$ cat config.mk
export PLATFORM = sky130hd
export DESIGN_NAME = instr_fetch_unit_flat
export DESIGN_NICKNAME = d
export VERILOG_FILES = /design/src/rtl/instr_fetch_unit_if.sv /design/src/rtl/instr_fetch_unit.sv /design/src/flat_wrapper.sv
export SDC_FILE = /design/constraint.sdc
export NUM_CORES = 1
export LEC_CHECK = 0
export ABC_AREA = 0
export CORE_ASPECT_RATIO = 1.4
export CORE_UTILIZATION = 47
export DETAILED_ROUTE_END_ITERATION = 12
export PLACE_DENSITY = 0.73
export SLEW_MARGIN = 5
export SYNTH_ARGS = -nofsm -noshare
export SYNTH_HDL_FRONTEND = slang
export SYNTH_SLANG_ARGS = --single-unit
export TNS_END_PERCENT = 10
$ cat constraint.sdc
create_clock -name i_clk -period 4.93 [get_ports i_clk]
set_input_delay 1.2325 -clock i_clk [delete_from_list [all_inputs] [get_ports i_clk]]
set_output_delay 1.2325 -clock i_clk [all_outputs]
set_load 0.01 [all_outputs]
$ cat src/rtl/instr_fetch_unit_if.sv
// Instruction-memory bus between the fetch unit (master) and the program ROM (slave).
// At most one request is outstanding; addr is held stable from req rising until ack.
interface instr_fetch_unit_if;
  logic        req;
  logic [31:0] addr;
  logic        ack;
  logic [31:0] rdata;

  modport master (output req, output addr, input ack, input rdata);
  modport slave  (input req, input addr, output ack, output rdata);
endinterface

$ cat src/rtl/instr_fetch_unit.sv
// Sequential instruction prefetcher with a PC-tagged FIFO.
// When the core's PC leaves the prefetched stream, the FIFO is flushed and fetch is redirected.
module instr_fetch_unit #(
  parameter logic [31:0] RESET_PC   = 32'h0000_0000,
  parameter int unsigned FIFO_DEPTH = 2
) (
  input  logic                      i_clk,
  input  logic                      i_reset,
  input  logic [31:0]               i_pc,
  input  logic                      i_pc_advance,
  output logic [31:0]               o_instruction,
  output logic                      o_instr_valid,
  output logic                      o_stall,
  output logic [15:0]               o_redirect_count,
  instr_fetch_unit_if.master        mem
);

  localparam int unsigned PtrW    = $clog2(FIFO_DEPTH);
  localparam logic [PtrW:0] CntFull = (PtrW+1)'(FIFO_DEPTH);
  localparam logic [PtrW:0] CntOne  = (PtrW+1)'(1);
  localparam logic [PtrW-1:0] PtrOne = PtrW'(1);
  localparam logic [31:0] Nop     = 32'h0000_0013;

  localparam logic StFetch = 1'b0;
  localparam logic StDrain = 1'b1;

  logic            state_q, state_d;
  logic [31:0]     fetch_pc_q, fetch_pc_d;
  logic [31:0]     drain_addr_q, drain_addr_d;
  logic [PtrW:0]   cnt_q, cnt_d;
  logic [PtrW-1:0] rd_q, rd_d, wr_q, wr_d;
  logic [15:0]     redirect_cnt_q, redirect_cnt_d;

  logic [31:0] pc_q    [FIFO_DEPTH];
  logic [31:0] instr_q [FIFO_DEPTH];

  logic        empty, redirect, valid, pop, push, fetch_req;
  logic [31:0] head_pc, expected_pc;

  assign empty       = (cnt_q == '0);
  assign head_pc     = pc_q[rd_q];
  assign expected_pc = empty ? fetch_pc_q : head_pc;
  assign redirect    = (i_pc != expected_pc);
  assign valid       = !empty && (head_pc == i_pc);
  assign pop         = valid && i_pc_advance && !redirect;
  assign fetch_req   = (cnt_q < CntFull) || pop;

  // Request is forced low during reset so an in-flight transfer is simply abandoned.
  assign mem.req  = !i_reset && ((state_q == StDrain) || fetch_req);
  assign mem.addr = (state_q == StDrain) ? drain_addr_q : fetch_pc_q;
  assign push     = (state_q == StFetch) && mem.req && mem.ack && !redirect;

  assign o_instr_valid    = valid;
  assign o_stall          = !valid;
  assign o_instruction    = valid ? instr_q[rd_q] : Nop;
  assign o_redirect_count = redirect_cnt_q;

  always_comb begin
    state_d        = state_q;
    fetch_pc_d     = fetch_pc_q;
    drain_addr_d   = drain_addr_q;
    cnt_d          = cnt_q;
    rd_d           = rd_q;
    wr_d           = wr_q;
    redirect_cnt_d = redirect_cnt_q;
    if (redirect) begin
      fetch_pc_d = i_pc;
      cnt_d      = '0;
      rd_d       = '0;
      wr_d       = '0;
      if (redirect_cnt_q != 16'hFFFF) redirect_cnt_d = redirect_cnt_q + 16'd1;
      if (state_q == StFetch) begin
        // A pending, unacked request must still complete; park its address and drain it.
        if (mem.req && !mem.ack) begin
          state_d      = StDrain;
          drain_addr_d = fetch_pc_q;
        end
      end else if (mem.ack) begin
        state_d = StFetch;
      end
    end else if (state_q == StDrain) begin
      if (mem.ack) state_d = StFetch;
    end else begin
      if (push) begin
        fetch_pc_d = fetch_pc_q + 32'd4;
        wr_d       = wr_q + PtrOne;
      end
      if (pop) rd_d = rd_q + PtrOne;
      case ({push, pop})
        2'b10:   cnt_d = cnt_q + CntOne;
        2'b01:   cnt_d = cnt_q - CntOne;
        default: cnt_d = cnt_q;
      endcase
    end
  end

  always_ff @(posedge i_clk or posedge i_reset) begin
    if (i_reset) begin
      state_q        <= StFetch;
      fetch_pc_q     <= RESET_PC;
      drain_addr_q   <= RESET_PC;
      cnt_q          <= '0;
      rd_q           <= '0;
      wr_q           <= '0;
      redirect_cnt_q <= '0;
    end else begin
      state_q        <= state_d;
      fetch_pc_q     <= fetch_pc_d;
      drain_addr_q   <= drain_addr_d;
      cnt_q          <= cnt_d;
      rd_q           <= rd_d;
      wr_q           <= wr_d;
      redirect_cnt_q <= redirect_cnt_d;
    end
  end

  // Storage needs no reset: entries are only read while the count says they are live.
  always_ff @(posedge i_clk) begin
    if (push) begin
      pc_q[wr_q]    <= fetch_pc_q;
      instr_q[wr_q] <= mem.rdata;
    end
  end

endmodule
$ cat src/flat_wrapper.sv
// flat-port wrapper written by rule: the top's interface ports become plain ports
module instr_fetch_unit_flat 
#(
  parameter logic [31:0] RESET_PC   = 32'h0000_0000,
  parameter int unsigned FIFO_DEPTH = 2
)
  (i_clk, i_reset, i_pc, i_pc_advance, o_instruction, o_instr_valid, o_stall, o_redirect_count, mem_req, mem_addr, mem_ack, mem_rdata);
  instr_fetch_unit_if mem_i ();
  input  logic i_clk;
  input  logic i_reset;
  input  logic [31:0] i_pc;
  input  logic i_pc_advance;
  output logic [31:0] o_instruction;
  output logic o_instr_valid;
  output logic o_stall;
  output logic [15:0] o_redirect_count;
  output wire logic [$bits(mem_i.req)-1:0] mem_req;
  output wire logic [$bits(mem_i.addr)-1:0] mem_addr;
  input wire logic [$bits(mem_i.ack)-1:0] mem_ack;
  input wire logic [$bits(mem_i.rdata)-1:0] mem_rdata;
  assign mem_req = mem_i.req;
  assign mem_addr = mem_i.addr;
  assign mem_i.ack = mem_ack;
  assign mem_i.rdata = mem_rdata;
  instr_fetch_unit #(.RESET_PC(RESET_PC), .FIFO_DEPTH(FIFO_DEPTH)) u_core (.i_clk(i_clk), .i_reset(i_reset), .i_pc(i_pc), .i_pc_advance(i_pc_advance), .o_instruction(o_instruction), .o_instr_valid(o_instr_valid), .o_stall(o_stall), .o_redirect_count(o_redirect_count), .mem(mem_i));
endmodule
==> metrics.md <==
| Metric | Value |
|---|---|
| Syn Inst Count | 760 |
| Most used DFF post-synth | edfxtp_1 |
| Gpl congestion | 0.817 |
| Drc violations | 0 |
| Critical Path RT | between 3 and 4 ns |
| Num CTS Buffers | 22 |
| Final WL | 23.2 mm |
| Fraction of layout cells with a size suffix above 1 | 0.206 |
| Max-cap violations | 0 |
| Tightest Pin Transition | 1.02 ns |
| Drt pass-1 iters | 4 |
| Total Routing Usage GR | 0.212 |
| Hold Fails Final Rpt | 0 |
| Initial antenna violation count | 0 |
| FF-to-FF setup slack | ~1.3 ns |
| Total core area | 21400 um2 |
| Worst slack, placed | -0.0625 ns |
| Crit. End Element | output port |
| FP Rows | 63 |
| Detailed Place HPWL | 15.7 mm |
| Worst setup skew after layout | 0.0103 ns |
| Clock Latency Late Sink | 0.51 ns |
| # clock sinks | 213 |
| Leakage | 4.98 nW |
| Die area | between 20000 and 25000 um2 |
| Largest net degree at the start of global routing | 52 |
| Peak VDD IR | 0.000283 V |
| Antenna Cells | 0 |
| Post-layout min period | 4.87 ns |
| Area Overhead vs Synth | 28.7% |
| Clock root buffer | clkbuf_16 |
| CP arrival | 3.63 ns |
| Most common cell after layout, fill and taps aside | clkdlybuf4s50_1 |
| CTS tree | done |
| Most frequent cells in the layout | clkdlybuf4s50_1, edfxtp_1, dfrtp_1, xnor2_1, mux2i_1 |
| Startpoint types | input pin |
| I/O pins | 151 |
| Synthesis Warnings | 0 |
| Die extent in y | around 180 um |
| Critical path type | input pin to output port |
| Power Density | roughly 320 nW/um2 |
| Asr flop ratio synth | 0.399 |
| Die Wd | 127 um |
| Clock buffer depth | 3 |
| Clk slew on worst S/H paths | 0.06 ns |
| Vias in the first global route | 6701 |
| Max-slew violations | 0 |
| Net count, final | about 1000 |
| Post-synth EDFFs | 128 |
| Final instance area | 13300 um2 |
| Worst hold path type | register to register |
| Syn_nets | 831 |
| Yosys reg bits | about 210 |
| Routed via count | 6716 |
| Max H-tree Level | 1 |
| First-pass GRT wire length | 36.8 mm |
| Initial Util | 0.483 |
| Netlist cell types | 50 |
| Via density | 5.36 |
| Grt total ovfl | 0 |
| Avg Inst Size Synth | 13.6 um2 |
| Initial drt markers | approximately 340 |
| Crit Path Max Fanout | 31 |
| Post-synthesis sequential area ratio | 0.579 |
| Final count of negative-setup-slack endpoints | 0 |
| Final WS setup | 0.0638 ns |
| Max Freq | 205 MHz |
| Hold-fix buffers, CTS | 0 |
| Max transition margin | 0.317 |
| Fillcell total | about 1600 |
| Period utilisation layout | 0.987 |
| # port buffers | 150 |
| Post-Synthesis Cell Area | 10300 um2 |
| Post-DP Area | 12400 um2 |
| Routed length per placed instance | 18.5 um |
| Status | completed |
| Routed Antenna Nets | 0 |
-- final timing paths --
| kind | depth (start not counted) | startpoint | endpoint |
|---|---|---|---|
| setup / recovery | 8 | i_pc[6] | o_instruction[6] |
| hold / removal | 1 | u_core.drain_addr_q[28] | u_core.drain_addr_q[28] |
| max in group asynchronous | 3 | i_reset | u_core.drain_addr_q[4] |
| min in group asynchronous | 2 | i_reset | u_core.drain_addr_q[21] |
| setup reg to reg | 12 | u_core.cnt_q[1] | u_core.cnt_q[1] |
| hold reg to reg | 1 | u_core.drain_addr_q[28] | u_core.drain_addr_q[28] |
-- Yosys cell counts (10+ instances only) --
master    instances  area, um2
dfrtp_1          85       2130
o21ai_0          25        125
clkbuf_1         23       86.3
nand3_1          20        100
mux2i_1          63        631
xnor2_1          70        613
nor3_1           10       50.1
nor2_1           50        188
nand4_1          10       62.6
nand2_1          31        116
mux2_2           56        631
xor2_1           31        272
and3_1           27        169
mux2_4           29        435
edfxtp_1        128       3840
-- area by class of cell --
type                       instances  area [um2]  area share
multi-input combinational        497        4100       0.309
clock buffer                      30         632      0.0476
sequential                       213        5970       0.450
timing repair buffer             203        2020       0.152
inverter                           7        27.5     0.00207
clock inverter                    10         160      0.0121
tap                              292         365      0.0275
-- registers in the layout, indices dropped and copies added, names as in the netlist --
signal                   cells
u_core.pc_q                 64
u_core.instr_q              64
u_core.state_q               1
u_core.drain_addr_q         32
u_core.cnt_q                 2
u_core.rd_q                  1
u_core.wr_q                  1
u_core.fetch_pc_q           32
u_core.o_redirect_count     16
-- metrics by stage --
| stage | hold WS (ns) | instances | setup TNS (ns) | util | power, mW |
|---|---|---|---|---|---|
| 2_1_floorplan | 0.440 | 760 | -132.67 | - | 2.31 |
| 3_3_place_gp | 0.484 | 1206 | -0.724 | 0.580 | 2.53 |
| 3_5_place_dp | 0.488 | 1206 | -0.674 | 0.580 | 2.54 |
| 4_1_cts | 0.504 | 1246 | 0 | 0.617 | 4.35 |
| 5_1_grt | 0.521 | 1252 | -0.119 | 0.622 | 4.46 |
| 6_report | 0.503 | 1252 | 0 | 0.622 | 4.31 |
-- what timing repair did --
| action | in CTS | in global routing |
|---|---|---|
| buffers inserted | 0 | 6 |
| gates resized for setup | 1 | 14 |
| pin swaps | 1 | 4 |
| endpoints found under the setup margin | 34 | 34 |
-- power by group --
| group | internal, mW | switching (mW) | leakage [nW] |
|---|---|---|---|
| logic | 0.293 | 0.172 | 2.42 |
| registers | 1.97 | 0.0740 | 2.18 |
| clock network | 1.11 | 0.695 | 0.389 |
| total | 3.37 | 0.941 | 4.98 |
-- routing by layer --
layer | share of wire | wire [um] | global-route usage
met3 | 0.049 | 1140 | 0.0326
met5 | 0 | 0 | 0
met4 | 0.028 | 651 | 0.0764
met1 | 0.40 | 9350 | 0.259
met2 | 0.52 | 12000 | 0.380
-- cells by family after synthesis --
family / after synthesis / synth area share
AOI/OAI and AO/OA: 62 / 0.0428
DFF: 213 / 0.579
adders and majority gates: 3 / 0.00364
xor gates and xnor gates: 101 / 0.0858
muxes: 151 / 0.168
buffers and inverters: 50 / 0.0284
and+or+nand+nor: 180 / 0.0921
-- worst max-delay path, stage by stage --
cell and delay, ns:
clkdlybuf4s50_1 0.44, xnor2_1 0.18, nor4_2 0.47, nand4_1 0.20, or2_4 0.28, buf_12 0.16
nor2_1 0.12, clkdlybuf4s50_1 0.54
No activity file was read; power rests on OpenSTA's default activity.
